File: config.mk
export PLATFORM = sky130hd
export DESIGN_NAME = touch_region_controller
export DESIGN_NICKNAME = d
export VERILOG_FILES = /design/src/rtl/touch_region_pkg.sv /design/src/rtl/lockout_timer.sv /design/src/rtl/touch_region_controller.sv
export SDC_FILE = /design/constraint.sdc
export NUM_CORES = 1
export LEC_CHECK = 0
export CAP_MARGIN = 15
export CORE_MARGIN = 4
export CORE_UTILIZATION = 50
export CTS_CLUSTER_SIZE = 30
export DETAILED_ROUTE_END_ITERATION = 10
export PLACE_DENSITY = 0.79
export SYNTH_ARGS = -nofsm -noshare
export SYNTH_HDL_FRONTEND = slang
export SYNTH_SLANG_ARGS = --single-unit
File: constraint.sdc
create_clock -name Clock -period 3.5 [get_ports Clock]
set_input_delay 0.35 -clock Clock [delete_from_list [all_inputs] [get_ports Clock]]
set_output_delay 0.35 -clock Clock [all_outputs]
set_load 0.005 [all_outputs]
File: src/rtl/touch_region_pkg.sv
// Shared types and helpers for the touch-driven region colour table.
package touch_region_pkg;

  localparam int unsigned NUM_REGIONS = 8;
  localparam int unsigned REGION_W    = 3;
  localparam int unsigned COLOUR_W    = 3;
  localparam int unsigned COORD_W     = 12;

  typedef logic [REGION_W-1:0] region_t;
  typedef logic [COLOUR_W-1:0] colour_t;

  typedef enum logic [1:0] {
    S_IDLE    = 2'd0,
    S_LOCK    = 2'd1,
    S_RELEASE = 2'd2
  } tr_state_t;

  typedef struct packed {
    region_t region;
    colour_t colour;
  } host_wr_t;

  // Power-up colour of each region is its own index.
  function automatic colour_t default_colour(input region_t r);
    return colour_t'(r);
  endfunction

endpackage

File: src/rtl/lockout_timer.sv
// Down-counter that holds off repeat touch commits after a commit.
module lockout_timer #(
  parameter int unsigned WIDTH = 8
) (
  input  logic             clk,
  input  logic             rst_n,
  input  logic             load_i,
  input  logic             clear_i,
  input  logic [WIDTH-1:0] value_i,
  output logic             done_c
);

  logic [WIDTH-1:0] count_q, count_d;

  always_comb begin
    count_d = count_q;
    if (clear_i) begin
      count_d = '0;
    end else if (load_i) begin
      count_d = value_i;
    end else if (count_q != '0) begin
      count_d = count_q - WIDTH'(1);
    end
  end

  always_ff @(posedge clk or negedge rst_n) begin
    if (!rst_n) begin
      count_q <= '0;
    end else begin
      count_q <= count_d;
    end
  end

  assign done_c = (count_q == '0);

endmodule

File: src/rtl/touch_region_controller.sv
// Touch-event sequencer for an 8-entry region colour table with a host write
// port, clear, and a press lockout window.
module touch_region_controller
  import touch_region_pkg::*;
#(
  parameter int unsigned LOCKOUT_CYCLES = 2500000,
  parameter int unsigned CNT_W          = 8
) (
  input  logic             Clock,
  input  logic             Resetn,
  input  logic             Coord_En,
  input  logic             Touch_En,
  input  logic [11:0]      X_Coord,
  input  logic [11:0]      Y_Coord,
  input  logic             Clear_Req,
  input  logic             Host_Wr,
  input  logic [2:0]       Host_Region,
  input  logic [2:0]       Host_Colour,
  output logic             Host_Ack,
  input  logic [2:0]       Rd_Region,
  output logic [2:0]       Rd_Colour,
  output logic [2:0]       Last_Region,
  output logic [CNT_W-1:0] Event_Count,
  output logic             Busy
);

  localparam int unsigned      TMR_W    = $clog2(LOCKOUT_CYCLES + 1);
  localparam logic [TMR_W-1:0] LOAD_VAL = TMR_W'(LOCKOUT_CYCLES - 1);
  localparam logic [CNT_W-1:0] CNT_MAX  = {CNT_W{1'b1}};

  tr_state_t        state_q, state_d;
  logic             coord_buf_q;
  logic             coord_rise_c, commit_c, host_acc_c, tmr_done_c;
  region_t          touch_region_c;
  host_wr_t         host_c;
  colour_t          table_q [NUM_REGIONS];
  colour_t          table_d [NUM_REGIONS];
  region_t          last_region_q, last_region_d;
  logic [CNT_W-1:0] event_cnt_q, event_cnt_d;
  logic             host_ack_q, busy_q;
  logic             unused_coord_c;

  assign coord_rise_c   = Coord_En & ~coord_buf_q;
  assign touch_region_c = {Y_Coord[11], X_Coord[11:10]};
  assign host_c         = {Host_Region, Host_Colour};
  assign unused_coord_c = ^{X_Coord[9:0], Y_Coord[10:0]};

  lockout_timer #(.WIDTH(TMR_W)) u_lockout (
    .clk     (Clock),
    .rst_n   (Resetn),
    .load_i  (commit_c),
    .clear_i (Clear_Req),
    .value_i (LOAD_VAL),
    .done_c  (tmr_done_c)
  );

  // Press FSM; clear overrides both the transition and any commit.
  always_comb begin
    state_d  = state_q;
    commit_c = 1'b0;
    case (state_q)
      S_IDLE: begin
        if (coord_rise_c) begin
          commit_c = 1'b1;
          state_d  = S_LOCK;
        end
      end
      S_LOCK:    if (tmr_done_c) state_d = S_RELEASE;
      S_RELEASE: if (!Touch_En)  state_d = S_IDLE;
      default:   state_d = S_IDLE;
    endcase
    if (Clear_Req) begin
      commit_c = 1'b0;
      state_d  = S_IDLE;
    end
  end

  assign host_acc_c = Host_Wr & ~Clear_Req & ~commit_c;

  // Single table write port: clear > touch commit > host write.
  always_comb begin
    table_d       = table_q;
    last_region_d = last_region_q;
    event_cnt_d   = event_cnt_q;
    if (Clear_Req) begin
      for (int unsigned i = 0; i < NUM_REGIONS; i++) begin
        table_d[i] = default_colour(region_t'(i));
      end
      event_cnt_d = '0;
    end else if (commit_c) begin
      table_d[touch_region_c] = table_q[touch_region_c] + colour_t'(1);
      last_region_d           = touch_region_c;
      if (event_cnt_q != CNT_MAX) begin
        event_cnt_d = event_cnt_q + CNT_W'(1);
      end
    end else if (host_acc_c) begin
      table_d[host_c.region] = host_c.colour;
    end
  end

  always_ff @(posedge Clock or negedge Resetn) begin
    if (!Resetn) begin
      state_q       <= S_IDLE;
      coord_buf_q   <= 1'b0;
      last_region_q <= '0;
      event_cnt_q   <= '0;
      host_ack_q    <= 1'b0;
      busy_q        <= 1'b0;
      for (int unsigned i = 0; i < NUM_REGIONS; i++) begin
        table_q[i] <= default_colour(region_t'(i));
      end
    end else begin
      state_q       <= state_d;
      coord_buf_q   <= Coord_En;
      last_region_q <= last_region_d;
      event_cnt_q   <= event_cnt_d;
      host_ack_q    <= host_acc_c;
      busy_q        <= (state_d != S_IDLE);
      table_q       <= table_d;
    end
  end

  assign Rd_Colour   = table_q[Rd_Region];
  assign Last_Region = last_region_q;
  assign Event_Count = event_cnt_q;
  assign Host_Ack    = host_ack_q;
  assign Busy        = busy_q;

endmodule

======== Yosys cells after proc, flatten, opt, wreduce, memory -nomap -nowiden ========
Index checks and enable logic that the tools add are counted.
storage, ports and cells
  flip-flop bits (word level) ............. 62
  output and inout bits ................... 16
  word-level logic and storage cells ...... 76
operators by class
  add/subtract/negate cells ............... 3
  $lt $le $gt $ge ......................... 5
  eq/ne operators ......................... 3
  mux-type cells .......................... 29
  bitwise logic cells ..................... 9
  reduce and logical (&&, ||, !) cells .... 12
operator list
  operator                                                    count
  2-to-1 mux 24 bit                                           3
  2-to-1 mux 22 bit                                           3
  bitwise mux 24 bit                                          2
  2-to-1 mux 8 bit                                            3
  zero test 22 bit                                            1
  nonzero test 22 bit                                         1
  subtractor 22 x 1 -> 22 bit, second input constant          1
  binary-select mux 3 bit (select 3 bit)                      2
  demux 3 bit (select 3 bit)                                  2
  2-to-1 mux 3 bit                                            6
  >= comparator 4 bit, second input constant                  3
  inverter 3 -> 4 bit                                         3
  adder 8 x 1 -> 8 bit, second input constant                 1
  less-than comparator 4 x 1 -> 1 bit, second input constant  2
  2-to-1 mux 2 bit                                            4
  != test 8 bit, second input constant                        1
  one-hot mux 2 bit (3 select lines)                          1
  nonzero test 2 bit                                          3
  nonzero test 3 bit                                          2
  AND reduction 2 bit                                         2
  adder 3 x 1 -> 3 bit, second input constant                 1
  bitwise AND 1 bit                                           3
  2-to-1 mux 1 bit                                            3
  inverter 1 bit                                              3
  other kinds (4)                                             5

======== Logic depth before layout (Yosys ltp) ========
Gate-level depths: netlist of the first run.
  depth after elaboration ................. 10
  mapped depth ............................ 13
  mapped depth without buffers ............ 11

======== Hierarchy ========
Synthesis of the first run repeated with hierarchy kept, for this count alone.
second synthesis, totals
  cell total of the unflattened synthesis .. 394
  area, all modules ....................... 3,867.5 µm²
modules (own cells, without submodules)
  module                   times used  cells an instance  area an instance (µm²)
  touch_region_controller  1           252                2,526.2
  lockout_timer            1           142                1,341.3

======== Worst setup path before layout of the first run ========
OpenSTA, ideal clock, no wires.
  kind .................................... input-to-reg
  from .................................... input port X_Coord[10]
  to ...................................... register table_q[22] (netlist name)
  arrival time ............................ 2.410 ns
  required time ........................... 3.372 ns
  slack ................................... 0.963 ns
  stages on the path ...................... 13
  buffers on the path ..................... 3
  cells stage by stage .................... buf_6 clkbuf_1 clkbuf_1 nor2_1 nand2_1 nand2_1 a221o_1 ha_1 nand2b_1 nor4_1 a31oi_1 nor2_1 mux2_1
on the way
  longest elaborated chain between the ends .. 8
  elaborated cells on any way between the ends .. 13
ends and longest elaborated chain
  item                                                                                RTL line                        source
  start: declaration                                                                  touch_region_controller.sv:13   input logic [11:0] X_Coord,
  inverter 3 -> 4 bit (implied by the code) *                                         touch_region_controller.sv:91   table_d[touch_region_c] = table_q[touch_region_c] + colour_t'(1);
  binary-select mux 3 bit (select 3 bit), or another cell as far along                touch_region_controller.sv:91
  2-to-1 mux 3 bit (implied by the code) / logical AND 1 bit (equally long branches)  touch_region_controller.sv:91
  2-to-1 mux 3 bit (implied by the code)                                              touch_region_controller.sv:91
  adder 3 x 1 -> 3 bit / demux 3 bit (select 3 bit) (equally long branches)           touch_region_controller.sv:91
  bitwise mux 24 bit *                                                                touch_region_controller.sv:91
  2-to-1 mux 24 bit *                                                                 touch_region_controller.sv:90   end else if (commit_c) begin
  2-to-1 mux 24 bit *                                                                 touch_region_controller.sv:85   if (Clear_Req) begin
  end signal: indexed assignment                                                      touch_region_controller.sv:110  table_q[i] <= default_colour(region_t'(i));
  end signal: assignment                                                              touch_region_controller.sv:119  table_q <= table_d;
  end: declaration                                                                    touch_region_controller.sv:36   colour_t table_q [NUM_REGIONS];
Mark *: on every way between the ends. The rest lies on a longest branch, timed or not. The select of a mux whose other input is x is not followed.
A chain may end at the register's enable or synchronous reset.

======== Worst setup path in the final report of the first run ========
  from .................................... input port X_Coord[11]
  to ...................................... register table_q[22] (netlist name)
Same word-level chain as after synthesis.

==> impl_metrics.tcl, run 1 <==
set metrics [dict create \
    drive_gt1_share_pct 16.2 \
    end_kind "flip-flop" \
    cts_made_buffers 9 \
    clock-root-buffer "clkbuf_8" \
    firstDrtPassIters 6 \
    holdBufCountCts 0 \
    fmaxAchievable_mhz 361 \
    synthArstFlopShare_pct 100 \
    grt_pass1_wl_um 16600 \
    grt_max_degree 34 \
    drv_slew 0 \
    powerDensity_nw_per_um2 519 \
    cp-start-kind "input port" \
    grt.total_usage_pct 23.7 \
    tightest_slew_ps 762 \
    hold_viol 0 \
    synth-edff-count 0 \
    r2r_slack_ps 1000 \
    antenna_left 0 \
    worstPathRequired_ps 3720 \
    syn-num-nets 444 \
    synth_cell_types 69 \
    cts_resized 0 \
    worst_ep_arrival_time_ps 2990 \
    critical_path_class "in -> reg" \
    die_y_um 95.9 \
    die_area_um2 9190 \
    ios 55 \
    grt_setup_unrepaired "false" \
    first_iter_violations 316 \
    grt_overflow_total 0 \
    synth_seq_cells 62 \
    period_needed_ps 2770 \
    setup_viol 0 \
    place.gp.congestion 0.980 \
    clock_skew_ps 8.60 \
    dp_hpwl_um 7070 \
    layout_commonest_cell "nor2_1" \
    worstHoldPathType "in -> async" \
    numPortBuffers 33 \
    leakage_nw 1.83 \
    viasPerCell 6.26 \
    netlist_area_um2 3860 \
    cp_slowest_stage_delay_ps 580 \
    initial_core_util_pct 52.4 \
    post_drt_wl_per_cell_um 18.5 \
    nNetsFinal 475 \
    maxCapViolations 0 \
    synthCells 402 \
    final_cell_mix "nor2_1 (51), dfrtp_1 (50), nand2_1 (35)" \
    worstReg2RegStart "table_q[21]" \
    drc_errors 0 \
    relSlewSlack_pct 49.2 \
    diodes 0 \
    post_cts_buffers 0 \
    critPathSlowestCell "clkdlybuf4s50_1" \
    cts.htree.levels 3 \
    clk_pin_slew_ps 80 \
    cts_tree "yes" \
    clkSinkCount 62 \
    status "completed" \
    synth_ff_type "dfrtp_1" \
    ys_warn_count 0 \
    cp_max_fo 6 \
    yosysSeqAreaShare_pct 40.6 \
    area_growth_pct 16.5 \
    clk_latency_ps 340 \
    irDropWorstVdd_uv 229 \
    core_um2 7370 \
    avgSynthCellArea_um2 9.61 \
    routed_wl_um 9930 \
    vias 3364 \
    grt_pass1_vias 3373 \
    antenna_found_initial 0 \
    hold_ws_ps 32.1 \
    fp-row-count 31 \
    crit_chain "clkdlybuf4s50_1, mux2_4, a32o_1, a221o_1, ha_1, nand2b_1, nor4_1, a31oi_1, nor2_1, mux2_1" \
    fin_setup_tns_ps 0 \
    endpoint "table_q[22]" \
    ctsLongestPathBuffers 2 \
    die_x_um 95.9 \
    r2r_end "table_q[22]" \
    crit_path_start "X_Coord[11]" \
    period_share_pct 79.2 \
    rr_worst_depth 9 \
]
[routing by layer]
metal / share of wire, % / routed length, um / global-route usage [%]
met4: 2.2 / 214 / 10.1
met5: 0 / 0 / 0
met2: 45 / 4490 / 35.8
met3: 7.6 / 750 / 4.22
met1: 45 / 4470 / 33.4
[power breakdown]
part / switching [W] / leakage [nW] / internal [W] / total [W]
logic: 0.000385 / 0.929 / 0.000308 / 0.000694
clock network: 0.000294 / 0.116 / 0.000440 / 0.000734
registers: 0.0000956 / 0.787 / 0.000811 / 0.000907
[stage by stage]
stage / util, % / setup WS, ps / total power (W) / instance area [um^2] / std cells
finish: 61.1 / 729 / 0.00233 / 4500 / 537
global route: 61.1 / 584 / 0.00247 / 4500 / 537
CTS: 61.1 / 712 / 0.00234 / 4500 / 537
detailed placement: 57.9 / 395 / 0.00160 / 4270 / 521
global placement: 57.9 / 457 / 0.00158 / 4270 / 521
floorplan: - / 963 / 0.00141 / 3860 / 402
[critical path: cells and delay by family]
| kind | cells | cell delay [ps] |
|---|---|---|
| AOI/OAI and AO/OA | 3 | 770 |
| muxes | 2 | 630 |
| buffers and inverters | 1 | 580 |
| and+or+nand+nor | 3 | 320 |
| adders and majority gates | 1 | 330 |
[worst min-delay path by stage]
| stage | depth (start not counted) | to | slack (ps) | start |
|---|---|---|---|---|
| after floorplan | 0 | Busy | 50 | Resetn |
| after global placement | 1 | state_q[0] | 420 | Resetn |
| after detailed placement | 1 | state_q[0] | 420 | Resetn |
| after CTS | 1 | state_q[0] | 60 | Resetn |
| after global routing | 1 | state_q[0] | 70 | Resetn |
| final | 1 | state_q[0] | 30 | Resetn |
[cells by family after synthesis]
group	count (synthesis)	synth area share (%)
AND/OR/NAND/NOR	179	24.7
multiplexers	32	11.0
buffers and inverters	30	4.11
flip-flops	62	40.6
XOR/XNOR	18	4.28
AO/OA/AOI/OAI	78	14.4
adder cells (fa/ha/maj)	3	0.972
[synth_stat cells (9+ instances only)]
master,instances,area [um^2]
a31oi_1,9,56.3
dfrtp_1,50,1250
mux2i_1,14,140
nor2_1,51,191
nand2_1,35,131
nand3_1,23,115
nor3_1,16,80.1
dfstp_2,12,315
clkbuf_1,13,48.8
a21oi_1,19,95.1
mux2_2,9,101
xnor2_1,15,131
[sequential cells by signal, indices dropped and copies added, names as in the netlist]
signal and flops:
table_q 24, coord_buf_q 1, Busy 1, u_lockout.count_q 22, Event_Count 8, state_q 2
Last_Region 3, Host_Ack 1
[cell type report]
cell class	instances	area, um^2
timing repair buffer	44	408
clock buffer	11	151
fill	629	2870
sequential	62	1570
multi-input combinational	310	2150
tap	99	124
clock inverter	5	81.3
inverter	6	22.5
No activity file was read; power rests on OpenSTA's default activity.
==> inputs of run 2 (changes only) <==
- PLACE_DENSITY: 0.79 -> 0.82
- clock period: 3.5 -> 2.4 ns (I/O delays scaled with it)
==> run 2 against run 1 <==
Power up 37%. Via count up 2.6%. Global-route usage up 0.12 points. Critical path depth down 5. Sequential power up 46%. Non-clock buffer count up 18. Highest routed layer unchanged.
==> impl_metrics.tcl, run 2 (synthesis results as in run 1) <==
set metrics [dict create \
    clk_latency_ps 350 \
    cp_max_fo 6 \
    cts.htree.levels 3 \
    grt.total_usage_pct 23.8 \
    diodes 0 \
    fin_ws_ps 65.0 \
    antenna_left 0 \
    numPortBuffers 33 \
    setup_viol 0 \
    hold_ws_ps 48.0 \
    initial_core_util_pct 52.4 \
    core_um2 7370 \
    post_cts_buffers 0 \
    ctsLongestPathBuffers 2 \
    fillers 626 \
    powerDensity_nw_per_um2 692 \
    routed_wl_um 10200 \
    drc_errors 0 \
    hold_viol 0 \
    worstPathRequired_ps 2160 \
    maxCapViolations 0 \
    endpoint "Rd_Colour[2]" \
    worstReg2RegStart "table_q[6]" \
    worstHoldPathType "in -> async" \
    holdBufCountCts 0 \
    top_register "table_q" \
    grt_pass1_vias 3379 \
    layoutNonFillerInstCount 555 \
    first_iter_violations 414 \
    rr_worst_depth 9 \
    area_growth_pct 19.6 \
    irDropWorstVdd_uv 274 \
    dp_hpwl_um 7280 \
    grt_pass1_wl_um 16800 \
    end_kind "output port" \
    die_y_um 95.9 \
    clkSinkCount 62 \
    viasPerCell 6.22 \
    layout_commonest_cell "nor2_1" \
    placed_cells 539 \
    status "completed" \
    fin_area_um2 4620 \
    r2r_slack_ps 150 \
    worst_ep_arrival_time_ps 2100 \
    period_needed_ps 2340 \
    antenna_found_initial 0 \
    clk_pin_slew_ps 70 \
    ios 55 \
    die_x_um 95.9 \
    final_core_util_pct 62.7 \
    period_share_pct 97.3 \
    clock-root-buffer "clkbuf_8" \
    cp-start-kind "input port" \
    cts_resized 0 \
    r2r_end "table_q[22]" \
    drv_slew 0 \
    clock_skew_ps 10.3 \
    leakage_nw 1.93 \
    largest_reg_flops 24 \
    firstDrtPassIters 6 \
    fp-row-count 31 \
    grt_setup_unrepaired "false" \
    fmaxAchievable_mhz 428 \
    place.gp.congestion 0.980 \
    nNetsFinal 493 \
    crit_path_start "Rd_Region[0]" \
    grt_overflow_total 0 \
    critical_path_class "in -> out" \
    final_cell_mix "nor2_1 (51), dfrtp_1 (50), nand2_1 (35)" \
    tightest_slew_ps 781 \
    relSlewSlack_pct 47.9 \
    post_drt_wl_per_cell_um 18.3 \
    postPlaceCellArea_um2 4410 \
    cts_made_buffers 9 \
    vias 3452 \
    drive_gt1_share_pct 19.7 \
    dp_slack_ps -336 \
    cts_tree "yes" \
    die_area_um2 9190 \
    grt_max_degree 63 \
]
==> run 2: area by class of cell <==
type | instances | area (um^2) | share of cell area, %
multi-input combinational | 310 | 2160 | 46.7
sequential | 62 | 1570 | 33.9
timing repair buffer | 62 | 573 | 12.4
clock buffer | 11 | 141 | 3.06
tap | 99 | 124 | 2.68
clock inverter | 5 | 35.0 | 0.758
inverter | 6 | 22.5 | 0.487
==> run 2: worst min-delay path by stage <==
stage                                end    from  slack, ps  cells after the start
floorplan                           Busy  Resetn        -60                      0
global placement    u_lockout.count_q[9]  Resetn        450                      2
detailed placement  u_lockout.count_q[9]  Resetn        450                      2
CTS                           state_q[1]  Resetn         80                      2
global route                  state_q[1]  Resetn        130                      2
finish              u_lockout.count_q[9]  Resetn         50                      2
==> run 2: report_power, final <==
| part | internal, W | switching (W) |
|---|---|---|
| logic | 0.000476 | 0.000571 |
| clock network | 0.000400 | 0.000425 |
| registers | 0.00118 | 0.000140 |
==> run 2: layer usage <==
layer | GRT usage [%] | routed length [um]
met5 | 0 | 0
met4 | 11.3 | 255
met3 | 3.99 | 868
met2 | 34.8 | 4540
met1 | 34.2 | 4500
==> run 2: through the flow <==
stage                     setup TNS (ps)  total power (W)
after detailed placement           -2940          0.00236
after global routing                   0          0.00338
after CTS                              0          0.00319
after floorplan                        0          0.00205
after global placement             -1360          0.00233
final                                  0          0.00320
==> run 2: worst max-delay path: stages <==
cell and delay [ps]:
clkdlybuf4s50_1 500, buf_12 140, mux4_2 500, mux2_2 270
clkdlybuf4s50_1 440
